### src/rtl/instr_encoder_loader.sv
// Packs instruction fields into 32-bit words, queues them in a small FIFO and streams them
// into instruction memory over a busywait write port. Optional opcode check: ENC_OPCODE_CHECK_EN.
module instr_encoder_loader #(
  parameter int FIFO_DEPTH  = 4,
  parameter int ADDR_WIDTH  = 10,
  parameter int NUM_OPCODES = 12
) (
  input  logic                  CLK,
  input  logic                  RESET_N,
  input  logic                  IN_VALID,
  output logic                  IN_READY,
  input  logic [1:0]            FORMAT,
  input  logic [7:0]            OPCODE,
  input  logic [2:0]            WRITEREG,
  input  logic [2:0]            READREG1,
  input  logic [2:0]            READREG2,
  input  logic [7:0]            IMMEDIATE,
  input  logic [7:0]            OFFSET,
  input  logic                  BASE_LOAD,
  input  logic [ADDR_WIDTH-1:0] BASE_ADDR,
  output logic                  MEM_WRITE,
  output logic [ADDR_WIDTH-1:0] MEM_ADDRESS,
  output logic [31:0]           MEM_WRITEDATA,
  input  logic                  MEM_BUSYWAIT,
  output logic [15:0]           WORD_COUNT,
  output logic                  IDLE,
  output logic                  ERR
);
  localparam int PW = $clog2(FIFO_DEPTH);
  localparam int CW = PW + 1;

  if (FIFO_DEPTH < 2 || (FIFO_DEPTH & (FIFO_DEPTH - 1)) != 0 || ADDR_WIDTH < 3 ||
      NUM_OPCODES < 1 || NUM_OPCODES > 256) begin : g_param_check
    $error("instr_encoder_loader: illegal parameter combination");
  end

  typedef enum logic {S_IDLE, S_WRITE} state_t;
  state_t state_q, state_d;

  logic [7:0]  b_hi, b_mid, b_lo;
  logic [31:0] word;
  logic        accept, op_ok, push, pop, base_take;

  logic [31:0]   fifo_mem [FIFO_DEPTH];
  logic [PW-1:0] wr_ptr, rd_ptr;
  logic [CW-1:0] count, count_next;
  logic          fifo_empty;

  logic                  write_d;
  logic [31:0]           data_d;
  logic [ADDR_WIDTH-1:0] addr_d;
  logic [15:0]           cnt_d;

  always_comb begin
    b_hi  = '0;
    b_mid = '0;
    b_lo  = '0;
    unique case (FORMAT)
      2'd0: begin b_hi = {5'b0, WRITEREG}; b_mid = {5'b0, READREG1}; b_lo = {5'b0, READREG2}; end
      2'd1: begin b_hi = {5'b0, WRITEREG}; b_lo = IMMEDIATE; end
      2'd2: begin b_hi = OFFSET; b_mid = {5'b0, READREG1}; b_lo = {5'b0, READREG2}; end
      default: b_hi = OFFSET;
    endcase
  end
  assign word = {OPCODE, b_hi, b_mid, b_lo};

  assign accept     = IN_VALID && IN_READY;
  assign push       = accept && op_ok;
  assign fifo_empty = (count == '0);
  assign IDLE       = (state_q == S_IDLE) && fifo_empty;
  assign base_take  = IDLE && BASE_LOAD;

`ifdef ENC_OPCODE_CHECK_EN
  assign op_ok = {24'd0, OPCODE} < 32'(NUM_OPCODES);
  // Set wins over clear so a bad bundle alongside BASE_LOAD is still flagged.
  always_ff @(posedge CLK or negedge RESET_N) begin
    if (!RESET_N)              ERR <= 1'b0;
    else if (accept && !op_ok) ERR <= 1'b1;
    else if (base_take)        ERR <= 1'b0;
  end
`else
  assign op_ok = 1'b1;
  assign ERR   = 1'b0;
`endif

  always_ff @(posedge CLK) begin
    if (push) fifo_mem[wr_ptr] <= word;
  end

  always_comb begin
    count_next = count;
    if (push && !pop)      count_next = count + CW'(1);
    else if (!push && pop) count_next = count - CW'(1);
  end

  always_ff @(posedge CLK or negedge RESET_N) begin
    if (!RESET_N) begin
      wr_ptr   <= '0;
      rd_ptr   <= '0;
      count    <= '0;
      IN_READY <= 1'b0;
    end else begin
      if (push) wr_ptr <= wr_ptr + PW'(1);
      if (pop)  rd_ptr <= rd_ptr + PW'(1);
      count    <= count_next;
      IN_READY <= (count_next != CW'(FIFO_DEPTH));
    end
  end

  // The word under write stays at the FIFO head until completion, so the
  // follow-on word (if any) sits one slot behind it.
  always_comb begin
    state_d = state_q;
    pop     = 1'b0;
    write_d = MEM_WRITE;
    data_d  = MEM_WRITEDATA;
    addr_d  = MEM_ADDRESS;
    cnt_d   = WORD_COUNT;
    unique case (state_q)
      S_IDLE: begin
        if (!fifo_empty) begin
          write_d = 1'b1;
          data_d  = fifo_mem[rd_ptr];
          state_d = S_WRITE;
        end else if (BASE_LOAD) begin
          addr_d = BASE_ADDR & ~ADDR_WIDTH'(3);
          cnt_d  = '0;
        end
      end
      S_WRITE: begin
        if (!MEM_BUSYWAIT) begin
          pop    = 1'b1;
          addr_d = MEM_ADDRESS + ADDR_WIDTH'(4);
          cnt_d  = (WORD_COUNT == 16'hFFFF) ? WORD_COUNT : WORD_COUNT + 16'd1;
          if (count > CW'(1)) begin
            data_d = fifo_mem[rd_ptr + PW'(1)];
          end else begin
            write_d = 1'b0;
            state_d = S_IDLE;
          end
        end
      end
      default: state_d = S_IDLE;
    endcase
  end

  always_ff @(posedge CLK or negedge RESET_N) begin
    if (!RESET_N) begin
      state_q       <= S_IDLE;
      MEM_WRITE     <= 1'b0;
      MEM_WRITEDATA <= '0;
      MEM_ADDRESS   <= '0;
      WORD_COUNT    <= '0;
    end else begin
      state_q       <= state_d;
      MEM_WRITE     <= write_d;
      MEM_WRITEDATA <= data_d;
      MEM_ADDRESS   <= addr_d;
      WORD_COUNT    <= cnt_d;
    end
  end
endmodule

### config.mk
export PLATFORM = sky130hd
export DESIGN_NAME = instr_encoder_loader
export DESIGN_NICKNAME = d
export VERILOG_FILES = /design/src/rtl/instr_encoder_loader.sv
export SDC_FILE = /design/constraint.sdc
export NUM_CORES = 1
export LEC_CHECK = 0
export BUFFER_PORTS_ARGS = -buffer_cell sky130_fd_sc_hd__buf_2
export CAP_MARGIN = 20
export CORE_ASPECT_RATIO = 0.75
export CORE_UTILIZATION = 35
export DETAILED_ROUTE_END_ITERATION = 7
export GPL_ROUTABILITY_DRIVEN = 0
export GPL_TIMING_DRIVEN = 0
export PLACE_DENSITY = 0.58
export REMOVE_ABC_BUFFERS = 1
export SLEW_MARGIN = 20
export SYNTH_ARGS = -nofsm -noshare
export SYNTH_HDL_FRONTEND = slang
export SYNTH_SLANG_ARGS = --single-unit
### constraint.sdc
create_clock -name CLK -period 5.37 [get_ports CLK]
set_input_delay 0.8055 -clock CLK [delete_from_list [all_inputs] [get_ports CLK]]
set_output_delay 0.8055 -clock CLK [all_outputs]
set_load 0.02 [all_outputs]
---- Word level (Yosys, flattened, before mapping) ----
Memories as Yosys holds them, arrays and structs flattened.
Cells that the tools add are included.
storage, ports and cells
  bits in registers ....................... 68
  bits in writable memories ............... 108
  bits of input ports ..................... 50
  output and inout bits ................... 62
  word-level logic and storage cells ...... 73
  memories ................................ 1
memory list
  name      depth  width  read ports  clocked after Yosys merged registers in  wr ports  line  text
  fifo_mem  4      27     2           0                                        1         44    logic [31:0] fifo_mem [FIFO_DEPTH];
operators by class
  add/subtract/negate cells ............... 6
  order comparisons ....................... 1
  equality and inequality tests ........... 11
  multiplexer cells ....................... 30
  bitwise operators ....................... 1
  reductions and logical operators ........ 14
operators with widths
  kind                   count
  $mux 32                3
  $mux 16                4
  $pmux 32 s2            1
  $pmux 16 s2            1
  $mux 10                3
  $pmux 10 s2            1
  $add 16x1->16 const B  1
  $eq 16x16->1 const B   1
  $pmux 8 s2             1
  $ne 2x2->1 const B     6
  $add 10x3->10 const B  1
  $mux 1                 10
  $mux 3                 3
  $reduce_and 3->1       3
  $mux 8                 1
  $add 2x1->2 const B    2
  $logic_and 1x1->1      4
  $pmux 1 s2             2
  $reduce_and 4->1       1
  $reduce_or 2->1        2
  $add 3x1->3 const B    1
  $gt 3x1->1 const B     1
  $logic_not 3->1        1
  $ne 3x3->1 const B     1
  other kinds (7)        8

---- Logic depth before layout (Yosys ltp) ----
  word-level depth ........................ 6
  depth in mapped cells ................... 8
  gate-level depth less buffers ........... 6

---- Worst setup path after synthesis ----
No wires, ideal clock.
  path kind ............................... input to register
  start point ............................. in MEM_BUSYWAIT
  end point ............................... reg IN_READY
  library setup time ...................... 0.139 ns
  arrival ................................. 2.163 ns
  required time ........................... 5.231 ns
  setup slack ............................. 3.068 ns
  stages on the path ...................... 5
  buffers on the path ..................... 1
  cell sequence ........................... buf_4 -> nand2b_1 -> maj3_2 -> mux2_2 -> or4b_1
on the way
  cells in the longest elaborated chain, start to end .. 6
  elaborated cells on any way between the ends .. 8
  classes of those cells .................. 1 x eq/ne; 4 x mux; 3 x reduce/logical
ends and longest elaborated chain
  element                                                      line    text
  start: declaration                                           24      input logic MEM_BUSYWAIT,
  $mux 1 *                                                     131     if (!MEM_BUSYWAIT) begin
  $mux 1 *                                                     119     unique case (state_q)
  $logic_and 1x1->1 / $logic_not 1->1 (equally long branches)  93, 92
  $mux 3 / $logic_and 1x1->1 (equally long branches)           93, 92
  $mux 3 *                                                     92      if (push && !pop) count_next = count + CW'(1);
  via count_next[1]                                            46      logic [CW-1:0] count, count_next;
  $ne 3x3->1 *                                                 106     IN_READY <= (count_next != CW'(FIFO_DEPTH));
  end signal: assignment                                       106
  end: declaration                                             11      output logic IN_READY,
The timed path passes the listed nets; every way through them passes the cells marked *.
A chain may end at the register's enable or synchronous reset.

---- Worst setup path in the final report ----
  start point ............................. reg state_q
  end point ............................... reg IN_READY
on the way
  cells in the longest elaborated chain, start to end .. 5
  elaborated cells on any way between the ends .. 7
  classes of those cells .................. 1 x eq/ne; 3 x mux; 3 x reduce/logical
ends and longest elaborated chain
  element                                                      line    text
  start: declaration                                           38      state_t state_q, state_d;
  start signal: assignment                                     155     state_q <= state_d;
  $mux 1 *                                                     119
  $logic_and 1x1->1 / $logic_not 1->1 (equally long branches)  93, 92
  $mux 3 / $logic_and 1x1->1 (equally long branches)           93, 92
  $mux 3 *                                                     92
  via count_next[1]                                            46
  $ne 3x3->1 *                                                 106
Marked as above.

==> impl_metrics.csv <==
group,metric,value,unit
status,outcome,"finished clean",
cells_and_area,drive_gt1_share,29.4,%
clock_network,cts_hold_buf,0,
worst_setup_path,path_delay_family,"simple AND/OR/NAND/NOR gates",
sta,finalCriticalPeriod,2.84,ns
logic_synthesis,ys.flop_type,"edfxtp_1",
job,cap_violations,0,
die,die_x,179,µm
pwr,pwr-share-seq,35.5,%
pwr,p_clk_share,23.5,%
global_route,grt_pass1_vias,5506,
sta,timing.hold.ws,0.307,ns
pwr,switching_share,36.7,%
logic_synthesis,syn-cell-area,8200,µm²
die,initial_core_util,35.7,%
worst_setup_path,critPathBufInv,0,
worst_setup_path,crit_fanout,53,
worst_setup_path,worstPathRequired,5.66,ns
worst_setup_path,r2r-start,"state_q$_DFF_PN0_",
clock_network,cts_buffers,17,
sta,fin_skew,0.00710,ns
worst_setup_path,slowest_delay,0.89,ns
logic_synthesis,synth_warnings,0,
clock_network,clk_latency,0.43,ns
placement,io_buffer_count,101,
clock_network,cts_resized,0,
pwr,leakage,3.90,nW
logic_synthesis,yosys.area.top_type_share,39.5,%
clock_network,root_buffer,"clkbuf_16",
sta,fmax,352,MHz
worst_setup_path,worstSetupStartpointType,"flop",
clock_network,clockBufferDepth,2,
global_route,grt_overflow,0,
worst_setup_path,worst_setup_path_end_kind,"flop",
pwr,ir_drop,0.000247,V
sta,hold_viol_final,0,
die,rows,48,
route,drtAntennaViolNets,0,
logic_synthesis,yosysUniqueCellTypes,54,
clock_network,cts_sinks,169,
route,drc,0,
sta,maxSlewHeadroom,39.6,%
die,core-area,23000,µm²
sta,grt_setup_unrepaired,"false",
route,wl_per_cell,18.6,µm
global_route,antenna_found_initial,0,
clock_network,cts_setup_buffers,0,
clock_network,clkTransAtPathRegs,0.06,ns
route,drt_pass1_iterations,5,
logic_synthesis,synth-edff-count,108,
cells_and_area,fin_nets,792,
worst_setup_path,path_cells,"nand2b_1, maj3_2, mux2_2, or4b_1",
clock_network,cts_tree,"done",
sta,fin_crit_sh,52.9,%
global_route,grt_max_degree,54,
global_route,grt_pass1_wl,30.6,mm
pwr,power_density,616,nW/µm²
route,vias_per_cell,5.31,
clock_network,htree_num_levels,4,
logic_synthesis,syn_inst,648,
pwr,p_comb_share,41.0,%
worst_setup_path,worst-endpoint-arrival,3.13,ns
global_route,grt_use_total,16.9,%
logic_synthesis,ys_async_sr_fraction,36.1,%
worst_setup_path,startpoint,"state_q$_DFF_PN0_",
worst_setup_path,cp_slowest_cell,"dfrtp_4",
die,ios,112,
logic_synthesis,synth-seq-cells,169,
logic_synthesis,synth_area_leaders,"edfxtp_1 (40%), dfrtp_1 (19%), a22o_1 (5.8%)",
pwr,p_switching,2.21,mW
sta,report.final.slew_viol_count,0,
die,dieArea,24100,µm²
worst_hold_path,hold_path_class,"input port to asynchronous set/reset pin",
logic_synthesis,synth_seq_area_share,58.2,%
cells_and_area,insertedDiodeCount,0,
logic_synthesis,syn_area_per_cell,12.7,µm²
die,die_h,135,µm
route,wirelength,19.5,mm
pwr,intPower,3.82,mW
worst_setup_path,critPathKind,"flop to flop",
route,drt_iter0_drc,316,
placement,hpwl,12.3,mm
sta,tns,0,ns
cells_and_area,syn_to_final_growth,19.4,%
sta,tightest_slew,0.904,ns
route,vias,5548,
logic_synthesis,synth_area_leader_cell,"edfxtp_1",
cells_and_area,nFillCells,2157,
sta,setup_viol,0,
-- routing by layer --
layer  share of wire (%)  vias up  track usage [%]
met4                 1.3        0             5.74
li1                    -     2646                -
met1                  49     2739             23.8
met3                 4.3       19             3.43
met2                  46      144             25.9
met5                   0        -                0
-- state kept, by name, indices dropped and copies added (netlist names), 2 cells and up --
name           cells
fifo_mem         108
MEM_WRITEDATA     27
WORD_COUNT        16
MEM_ADDRESS        8
count              3
rd_ptr             2
wr_ptr             2
-- cell type report --
cell class / count / area (µm²) / area share [%]
clock buffers: 18 / 429 / 4.38
well taps: 300 / 375 / 3.83
repair buffers: 111 / 731 / 7.47
flip-flops and latches: 169 / 4780 / 48.8
multi-input cells: 389 / 3060 / 31.2
clock inverters: 14 / 251 / 2.57
inverters: 44 / 165 / 1.69
-- worst register-to-register path, stage by stage (launching register included) --
cell and delay, ns:
dfrtp_4 0.89, nand2b_1 0.57, maj3_2 0.45, mux2_2 0.27
or4b_1 0.53
-- Yosys cell counts (2+ instances only) --
cell type / number
edfxtp_1: 108
dfrtp_1: 61
a22o_1: 54
inv_1: 43
mux2i_1: 36
mux2_2: 32
o211ai_1: 29
o221ai_1: 27
or3b_2: 27
clkbuf_1: 25
nor2_1: 23
nand2_1: 19
o21ai_0: 15
a21oi_1: 13
and2_1: 12
buf_2: 12
ha_1: 10
and3_1: 9
buf_4: 9
o22ai_1: 8
nor3_1: 7
xnor2_1: 6
buf_1: 5
nand3_1: 5
nand4_1: 5
a31oi_1: 4
nand2b_1: 4
nor2b_1: 4
o2bb2ai_1: 3
or3_1: 3
a2111oi_0: 2
a21o_1: 2
a221o_1: 2
buf_6: 2
maj3_2: 2
nor4_1: 2
-- cell usage in the layout (no fill, tap or decap), drive strengths merged, types with 19 or more instances in the layout --
| cell | Yosys | routed |
|---|---|---|
| buf | 28 | 111 |
| edfxtp | 108 | 108 |
| dfrtp | 61 | 61 |
| a22o | 54 | 54 |
| inv | 44 | 44 |
| mux2i | 36 | 36 |
| mux2 | 32 | 32 |
| o211ai | 29 | 29 |
| o221ai | 27 | 27 |
| or3b | 27 | 27 |
| nor2 | 23 | 23 |
| nand2 | 19 | 19 |
-- per-stage QoR --
step	worst slack, ns	std cells	utilization (%)	instance area [µm²]	total power [mW]
finish	2.53	1045	42.6	9790	6.03
global placement	0.629	1003	38.5	8840	4.51
floorplan	2.07	602	-	7960	3.76
CTS	2.53	1045	42.6	9790	6.08
global route	2.40	1045	42.6	9790	6.38
detailed placement	2.54	1013	39.6	9110	4.65
-- final timing paths --
kind                                           endpoint  slack [ns]  cells past startpoint
min                           WORD_COUNT[0]$_DFFE_PN0P_        0.31                      1
max reg2reg                          IN_READY$_DFF_PN0_        2.53                      4
max in group asynchronous         rd_ptr[1]$_DFFE_PN0P_        4.51                      2
min in group CLK           MEM_WRITEDATA[5]$_DFFE_PN0P_        0.50                      1
min reg2reg                MEM_WRITEDATA[5]$_DFFE_PN0P_        0.50                      1
max                                  IN_READY$_DFF_PN0_        2.53                      4
-- cells by family (layout without fill, tap and decap cells) --
kind of cell | Yosys count | in the layout | synth area share, %
and+or+nand+nor | 127 | 127 | 9.40
DFF | 169 | 169 | 58.2
other | 1 | 8 | 0.0457
muxes | 68 | 68 | 8.79
xor gates and xnor gates | 6 | 6 | 0.641
buffers and inverters | 97 | 187 | 5.22
AOI/OAI and AO/OA | 168 | 168 | 15.9
adders and majority gates | 12 | 12 | 1.80
-- power groups by stage --
stage | logic (mW) | clock network, mW | registers, mW
after global placement | 2.26 | 0 | 2.25
after global routing | 2.69 | 1.49 | 2.20
after detailed placement | 2.48 | 0 | 2.17
final | 2.47 | 1.42 | 2.14
after CTS | 2.50 | 1.44 | 2.14
after floorplan | 1.43 | 0 | 2.33
Power figures use the tool's default switching activity.
